--- config.mk ---
export PLATFORM = sky130hd
export DESIGN_NAME = grant_xfer_ctrl
export DESIGN_NICKNAME = d
export VERILOG_FILES = /design/src/rtl/grant_xfer_pkg.sv /design/src/rtl/onehot_enc.sv /design/src/rtl/grant_xfer_ctrl.sv
export SDC_FILE = /design/constraint.sdc
export NUM_CORES = 1
export LEC_CHECK = 0
export BUFFER_PORTS_ARGS = -buffer_cell sky130_fd_sc_hd__buf_2
export CORE_AREA = 4 4 59 61
export CTS_CLUSTER_DIAMETER = 80
export CTS_CLUSTER_SIZE = 10
export DETAILED_ROUTE_END_ITERATION = 7
export DIE_AREA = 0 0 63 65
export PLACE_DENSITY = 0.74
export SETUP_SLACK_MARGIN = 0.15
export SYNTH_ARGS = -nofsm -noshare
export SYNTH_HDL_FRONTEND = slang
export SYNTH_SLANG_ARGS = --single-unit
--- constraint.sdc ---
create_clock -name CLK -period 1.7 [get_ports CLK]
set_input_delay 0.51 -clock CLK [delete_from_list [all_inputs] [get_ports CLK]]
set_output_delay 0.51 -clock CLK [all_outputs]
set_load 0.01 [all_outputs]
--- src/rtl/grant_xfer_pkg.sv ---
// rtl/grant_xfer_pkg.sv - shared state type and default sizing for the grant transfer controller
package grant_xfer_pkg;

    typedef enum logic [1:0] {
        IDLE = 2'd0,
        XFER = 2'd1,
        DONE = 2'd2
    } xfer_state_t;

    localparam int N_REQ_DEF   = 4;
    localparam int DW_DEF      = 8;
    localparam int LW_DEF      = 4;
    localparam int TIMEOUT_DEF = 15;

endpackage

--- src/rtl/onehot_enc.sv ---
// rtl/onehot_enc.sv - one-hot vector to index encoder with exactly-one and more-than-one flags
module onehot_enc #(
    parameter int N  = 4,
    parameter int IW = $clog2(N)
) (
    input  logic [N-1:0]  vec,
    output logic [IW-1:0] idx,
    output logic          valid,
    output logic          multi
);

    logic seen;

    // OR together the indices of set bits; a second set bit flags multi
    always_comb begin
        idx   = '0;
        seen  = 1'b0;
        multi = 1'b0;
        for (int i = 0; i < N; i++) begin
            if (vec[i]) begin
                if (seen) begin
                    multi = 1'b1;
                end
                seen = 1'b1;
                idx  = idx | IW'(i);
            end
        end
        valid = seen & ~multi;
    end

endmodule

--- src/rtl/grant_xfer_ctrl.sv ---
// rtl/grant_xfer_ctrl.sv - grant-driven burst mover onto one device port; XFER_TIMEOUT_EN adds a stall watchdog
module grant_xfer_ctrl
    import grant_xfer_pkg::*;
#(
    parameter int N_REQ   = N_REQ_DEF,
    parameter int DW      = DW_DEF,
    parameter int LW      = LW_DEF,
    parameter int TIMEOUT = TIMEOUT_DEF
) (
    input  logic                     CLK,
    input  logic                     RSTN,
    input  logic [N_REQ-1:0]         GRANT,
    input  logic [N_REQ*DW-1:0]      REQ_DATA,
    input  logic [N_REQ*LW-1:0]      REQ_LEN,
    input  logic                     DEV_READY,
    output logic                     DEV_VALID,
    output logic [DW-1:0]            DEV_DATA,
    output logic [$clog2(N_REQ)-1:0] DEV_SRC,
    output logic                     ACK,
    output logic                     BUSY,
    output logic                     ERR
);

    localparam int IW = $clog2(N_REQ);

    xfer_state_t   state_q, state_d;
    logic [IW-1:0] src_q, src_d;
    logic [LW-1:0] beat_q, beat_d;
    logic          err_q, err_d;

    logic [IW-1:0] g_idx;
    logic          g_valid;
    logic          g_multi;
    logic          hs;
    logic          last_beat;

`ifdef XFER_TIMEOUT_EN
    localparam int SCW = $clog2(TIMEOUT + 1);
    localparam logic [SCW-1:0] STALL_MAX = {SCW{1'b1}};
    logic [SCW-1:0] stall_q, stall_d;
`else
    localparam logic [7:0] TIMEOUT_UNUSED = 8'(TIMEOUT);
`endif

    onehot_enc #(
        .N  (N_REQ),
        .IW (IW)
    ) u_grant_enc (
        .vec   (GRANT),
        .idx   (g_idx),
        .valid (g_valid),
        .multi (g_multi)
    );

    // Next-state logic: grant latch in IDLE, beat counting and abort handling in XFER
    always_comb begin
        state_d   = state_q;
        src_d     = src_q;
        beat_d    = beat_q;
        err_d     = 1'b0;
        hs        = (state_q == XFER) && DEV_READY;
        last_beat = hs && (beat_q == '0);
`ifdef XFER_TIMEOUT_EN
        stall_d   = stall_q;
`endif
        case (state_q)
            IDLE: begin
                if (g_valid) begin
                    state_d = XFER;
                    src_d   = g_idx;
                    beat_d  = REQ_LEN[int'(g_idx)*LW +: LW];
`ifdef XFER_TIMEOUT_EN
                    stall_d = '0;
`endif
                end else if (g_multi) begin
                    err_d = 1'b1;
                end
            end
            XFER: begin
                // A non-final handshake still counts even if the grant drops this cycle
                if (hs && (beat_q != '0)) begin
                    beat_d = beat_q - 1'b1;
                end
                if (last_beat) begin
                    state_d = DONE;
                end else if (!GRANT[src_q]) begin
                    state_d = IDLE;
                    err_d   = 1'b1;
                end
`ifdef XFER_TIMEOUT_EN
                else if (!DEV_READY) begin
                    if (stall_q >= SCW'(TIMEOUT - 1)) begin
                        state_d = DONE;
                        err_d   = 1'b1;
                    end
                    if (stall_q != STALL_MAX) begin
                        stall_d = stall_q + 1'b1;
                    end
                end else begin
                    stall_d = '0;
                end
`endif
            end
            DONE: begin
                state_d = IDLE;
            end
            default: begin
                state_d = IDLE;
            end
        endcase
    end

    // State and datapath registers with asynchronous clear
    always_ff @(posedge CLK or negedge RSTN) begin
        if (!RSTN) begin
            state_q <= IDLE;
            src_q   <= '0;
            beat_q  <= '0;
            err_q   <= 1'b0;
`ifdef XFER_TIMEOUT_EN
            stall_q <= '0;
`endif
        end else begin
            state_q <= state_d;
            src_q   <= src_d;
            beat_q  <= beat_d;
            err_q   <= err_d;
`ifdef XFER_TIMEOUT_EN
            stall_q <= stall_d;
`endif
        end
    end

    assign DEV_VALID = (state_q == XFER);
    assign DEV_DATA  = (state_q == XFER) ? REQ_DATA[int'(src_q)*DW +: DW] : '0;
    assign DEV_SRC   = src_q;
    assign ACK       = (state_q == DONE);
    assign BUSY      = (state_q == XFER) || (state_q == DONE);
    assign ERR       = err_q;

endmodule

Yosys cells after proc, flatten, opt, wreduce, memory -nomap -nowiden
Cells that the tools add are included.
{"block": "totals", "out_inout_bits": 14, "word_cells": 54, "register_bits": 9, "input_bits": 55}
{"block": "op_classes", "n_mux": 28, "reduce_logical": 11, "bitwise": 2, "n_eq_ne": 5, "shift": 2, "order_cmp": 1, "n_addsub": 1}
{"cell": "32-bit by 6-bit indexed part select with 8-bit output", "count": 1}
{"cell": "1-bit 2-to-1 mux", "count": 16}
{"cell": "16-bit by 5-bit indexed part select with 4-bit output", "count": 1}
{"cell": "2-bit 2-to-1 mux", "count": 5}
{"cell": "4-bit 2-to-1 mux", "count": 2}
{"cell": "8-bit 2-to-1 mux", "count": 1}
{"cell": "4-bit one-hot mux with 2 select lines", "count": 1}
{"cell": "4-bit zero test", "count": 1}
{"cell": "2-bit one-hot mux with 2 select lines", "count": 1}
{"cell": "2-bit AND reduction", "count": 2}
{"cell": "4-bit nonzero test", "count": 1}
{"cell": "4-bit by 1-bit subtractor with 4-bit output (second input constant)", "count": 1}
{"cell": "1-bit logical AND", "count": 3}
{"cell": "2-bit by 3-bit less-than comparator with 1-bit output (second input constant)", "count": 1}
{"cell": "3-bit inequality test (second input constant)", "count": 1}
{"cell": "3-bit AND reduction", "count": 1}
{"cell": "1-bit binary-select mux with 2-bit select", "count": 1}
{"cell": "2-bit by 1-bit == test with 1-bit output (second input constant)", "count": 1}
{"cell": "2-bit == test (second input constant)", "count": 1}
{"cell": "2-bit zero test", "count": 1}
{"cell": "2-bit by 1-bit inequality test with 1-bit output (second input constant)", "count": 1}
{"cell": "2-bit inequality test (second input constant)", "count": 1}
{"cell": "1-bit one-hot mux with 2 select lines", "count": 1}
{"cell": "2-bit nonzero test", "count": 1}
{"cell": "3 further kinds", "count": 3}

Logic depth before layout (Yosys ltp)
{"block": "depth", "depth_word": 11, "ltp_mapped": 6, "ltp_nobuf": 6}

Cells and area by module
Synthesis repeated with hierarchy kept, for this count alone.
{"block": "hier_totals", "cells_unflattened": 91, "area_unflattened_um2": 1024.7}
{"mod": "grant_xfer_ctrl", "area_each_um2": 959.7, "cells_per_inst": 81, "instances": 1}
{"mod": "onehot_enc", "area_each_um2": 65.1, "cells_per_inst": 10, "instances": 1}

Worst setup path after synthesis
Ideal clock, no wire load.
{"block": "synth_timing", "path_kind": "register to output", "from": "register state_q[1]", "to": "output DEV_DATA[0]", "t_arrival_ps": 1445, "slack_ps": -255, "path_stages_with_launch": 6, "required_ps": 1190, "path_buffers": 2, "path_cell_list": "dfrtp_1 -> inv_1 -> ha_1 -> clkbuf_1 -> clkbuf_1 -> and2_1"}
{"block": "synth_between", "elab_chain_len": 2}
{"item": "start, declared", "line": "grant_xfer_ctrl.sv:26", "text": "xfer_state_t state_q, state_d;"}
{"item": "start signal, assigned", "line": "grant_xfer_ctrl.sv:124", "text": "state_q <= state_d;"}
{"item": "2-bit by 1-bit == test with 1-bit output"}
{"item": "net DEV_VALID", "line": "grant_xfer_ctrl.sv:16", "text": "output logic DEV_VALID,"}
{"item": "8-bit 2-to-1 mux", "line": "grant_xfer_ctrl.sv:135", "text": "assign DEV_DATA = (state_q == XFER) ? REQ_DATA[int'(src_q)*DW +: DW] : '0;"}
{"item": "end, declared", "line": "grant_xfer_ctrl.sv:17", "text": "output logic [DW-1:0] DEV_DATA,"}
The timed path passes the listed nets, and every way through them passes these cells.

Worst setup path in the final report
{"block": "layout_timing", "from": "register src_q[0], in the netlist DEV_SRC[0]", "to": "output DEV_DATA[0]"}
{"block": "layout_between", "elab_chain_len": 2}
{"item": "start, declared", "line": "grant_xfer_ctrl.sv:27", "text": "logic [IW-1:0] src_q, src_d;"}
{"item": "start signal, assigned", "line": "grant_xfer_ctrl.sv:125", "text": "src_q <= src_d;"}
{"item": "32-bit by 6-bit indexed part select with 8-bit output", "line": "grant_xfer_ctrl.sv:135"}
{"item": "8-bit 2-to-1 mux", "line": "grant_xfer_ctrl.sv:135"}
No other way between the ends.

==> impl_results.md <==
- Wire per inst: 18.98 um
- Post-synthesis adder-cell area fraction: 6.524%
- Max incr delay on CP: 0.48 ns
- Largest family of logic cells by synthesized area: multiplexers
- Slew Limit Fails: 0
- Initial drt markers: 64
- Worst Path Arrival: 1.61 ns
- Setup Crit Path Kind: reg -> out
- TritonCTS clock tree: yes
- Crit path time final: 2.116 ns
- Die Ht: 65 um
- Slew headroom: 75.12%
- Vias in the first global route: 1347
- Vias per cell: 5.611
- Power Density: 1501 nW/um^2
- Post-Place Worst Slack: -0.1686 ns
- Fin util: 69.79%
- Count of different cell masters after synthesis: 47
- Most frequent cells in the layout: buf_2, buf_6, buf_4
- CTS Buf Count: 3
- Setup violators final: 13
- P_int: 1906 uW
- Nets: 262
- Reg2reg path depth: 7
- Placed insts: 217
- Synthesized Nets: 163
- Antenna Cells: 0
- Synth Area in XOR/XNOR: 1.462%
- Area Overhead vs Synth: 86.84%
- Ys async rst share: 100.0%
- Post-synth EDFFs: 0
- Filler cells: 212
- Std-Cell Rows: 20
- CP Buf/Inv Count: 2
- Switching power: 1213 uW
- Clock sink count: 9
- Hold-fix buffers at CTS: 0
- Min-Delay Path Class: in -> async
- Worst skew pair latency: 0.26 ns
- DR DRC count: 0
- Largest net degree at the start of global routing: 12
- Synth Area in Simple Gates: 20.47%
- CP top delay family: multiplexers
- Area of the mapped netlist: 1112 sq um
- Reg-to-Reg End: state_q[0]
- Htree depth: 1
- Worst-path clk slew: 0.06 ns
- Max Cap Viol: 0
- Sequential fraction of design power: 14.1%
- Logic pwr share: 80.5%
- Clock Tree Buf Depth: 2
- CP Capture Type: primary output
- CP max-delay cell: mux4_2
- Die Area: 4095 sq um
- Setup Skew: 0.0007018 ns
- CP Cell Sequence: clkbuf_16 -> mux4_2 -> and2_4 -> buf_6
- Register area share after synthesis: 20.25%
- Leakage: 0.0009629 uW
- Commonest non-fill, non-tap cell in the layout: buf_2
- Startpoint Class: flop
- Initial Utilization: 37.35%
- Total power: 3120 uW
- Failing checks: setup timing
- Final hold vios: 0
- YS warnings: 0
- Cells after Synth: 103
- Buffers added on ports: 68
- Crit Path Max Fanout: 4
- Detail Route Antenna Nets: 0
- Mux contribution to synthesized area: 25.08%
- Fmax: 0.4726 GHz
- Core Footprint: 2978 sq um
- Total negative slack: -3.386 ns
- Post-synth top flop: dfrtp_1
- Peak VDD IR: 0.4276 mV
- Clock root buffer: clkbuf_4
- R2R Setup Slk: -0.09 ns
- Routed vias: 1313
- I/O Pins: 69
- All-layer global routing usage: 19.54%
- Worst-margin pin slew: 0.3718 ns
- Final std cells w/o fill: 234
- Required time worst endpoint: 1.19 ns
- Status: complete, but fails checks
- #FFs+latches synth: 9
- Post-DP HPWL: 2.895 mm
- Switching share of power: 38.89%
- R2R Path Start: DEV_SRC[0]
- Post-Route WL: 4.441 mm
- Initial antenna violation count: 0
- Mean Syn Cell Area: 10.80 sq um
- Setup ws final: -0.4161 ns
- Unrepaired setup endpoints after global routing: yes
- Tcrit/Tclk final: 124.5%
- Clock network fraction of design power: 5.5%
- GP Congestion: 0.7120
- Grt ovf: 0
- Post-synthesis compound-gate area fraction: 19.69%
- Drt pass-1 iters: 5
- Layout cells sized above 1: 73.63%
- Global-route wire length before repair: 6.382 mm
- Die W: 63 um
-- power by group through the flow --
stage / clock network, uW / logic, uW / registers, uW
after floorplan: 0 / 1100 / 397
after global placement: 0 / 1570 / 412
after detailed placement: 0 / 1630 / 423
after CTS: 164 / 2210 / 411
after global routing: 181 / 2650 / 448
final: 170 / 2510 / 439
-- cells by family after synthesis --
group,after synthesis
AOI/OAI and AO/OA,25
buffers and inverters,14
muxes,16
adders and majority gates,6
and+or+nand+nor,32
xor gates and xnor gates,1
DFF,9
-- worst max-delay path by stage --
stage	startpoint	to	slack, ns	depth (start not counted)
6_report	DEV_SRC[0]	DEV_DATA[0]	-0.42	4
5_1_grt	DEV_SRC[0]	DEV_DATA[0]	-0.44	4
4_1_cts	DEV_SRC[0]	DEV_DATA[7]	-0.39	4
3_5_place_dp	GRANT[2]	beat_q[2]	-0.17	6
3_3_place_gp	REQ_DATA[31]	DEV_DATA[7]	-0.14	4
2_1_floorplan	DEV_SRC[0]	DEV_DATA[0]	-0.02	3
-- state kept, by name, indices dropped and copies added, names as in the netlist --
signal,flops
DEV_SRC,2
ERR,1
beat_q,4
state_q,2
-- metal layers --
metal	wire, um	vias up	track usage (%)
met3	165	6	2.253
met2	2551	51	37.94
met1	1647	661	21.91
met4	76	0	6.336
met5	0	-	0
li1	-	595	-
-- cell type report --
type                       count  area [sq um]  share of cell area, %
inverter                       7         26.28                  1.264
tap                           33         41.29                  1.987
multi-input combinational     80         977.2                  47.02
clock buffer                   4         26.28                  1.264
sequential                     9         227.7                  10.96
timing repair buffer         101         779.5                  37.51
-- Yosys cell counts (2+ instances only) --
cell,instances,area share [%]
a221oi_1,2,1.6
a22o_1,2,1.6
and2_1,8,4.5
buf_6,2,2.0
clkbuf_1,3,1.0
dfrtp_1,9,20
ha_1,5,5.6
inv_1,7,2.4
mux2i_1,5,4.5
mux4_2,9,18
nand2_1,3,1.0
nand2b_1,3,1.7
nor2_1,4,1.3
nor3_1,2,0.90
o21ai_0,3,1.3
o21ai_1,2,0.90
o22ai_1,3,1.7
o32a_1,2,1.8
-- metrics by stage --
| stage | area, sq um | hold WS, ns |
|---|---|---|
| after global placement | 1663 | 0.3706 |
| after CTS | 1951 | 0.09942 |
| after global routing | 2078 | 0.09741 |
| after floorplan | 1182 | 0.2144 |
| after detailed placement | 1663 | 0.3718 |
| final | 2078 | 0.09085 |
-- what timing repair did --
item	4_1_cts	5_1_grt
cloned	0	2
buffers inserted	7	4
pin swaps	5	5
endpoints found under the setup margin	19	19
resized for setup	48	10
Power figures use the tool's default switching activity.
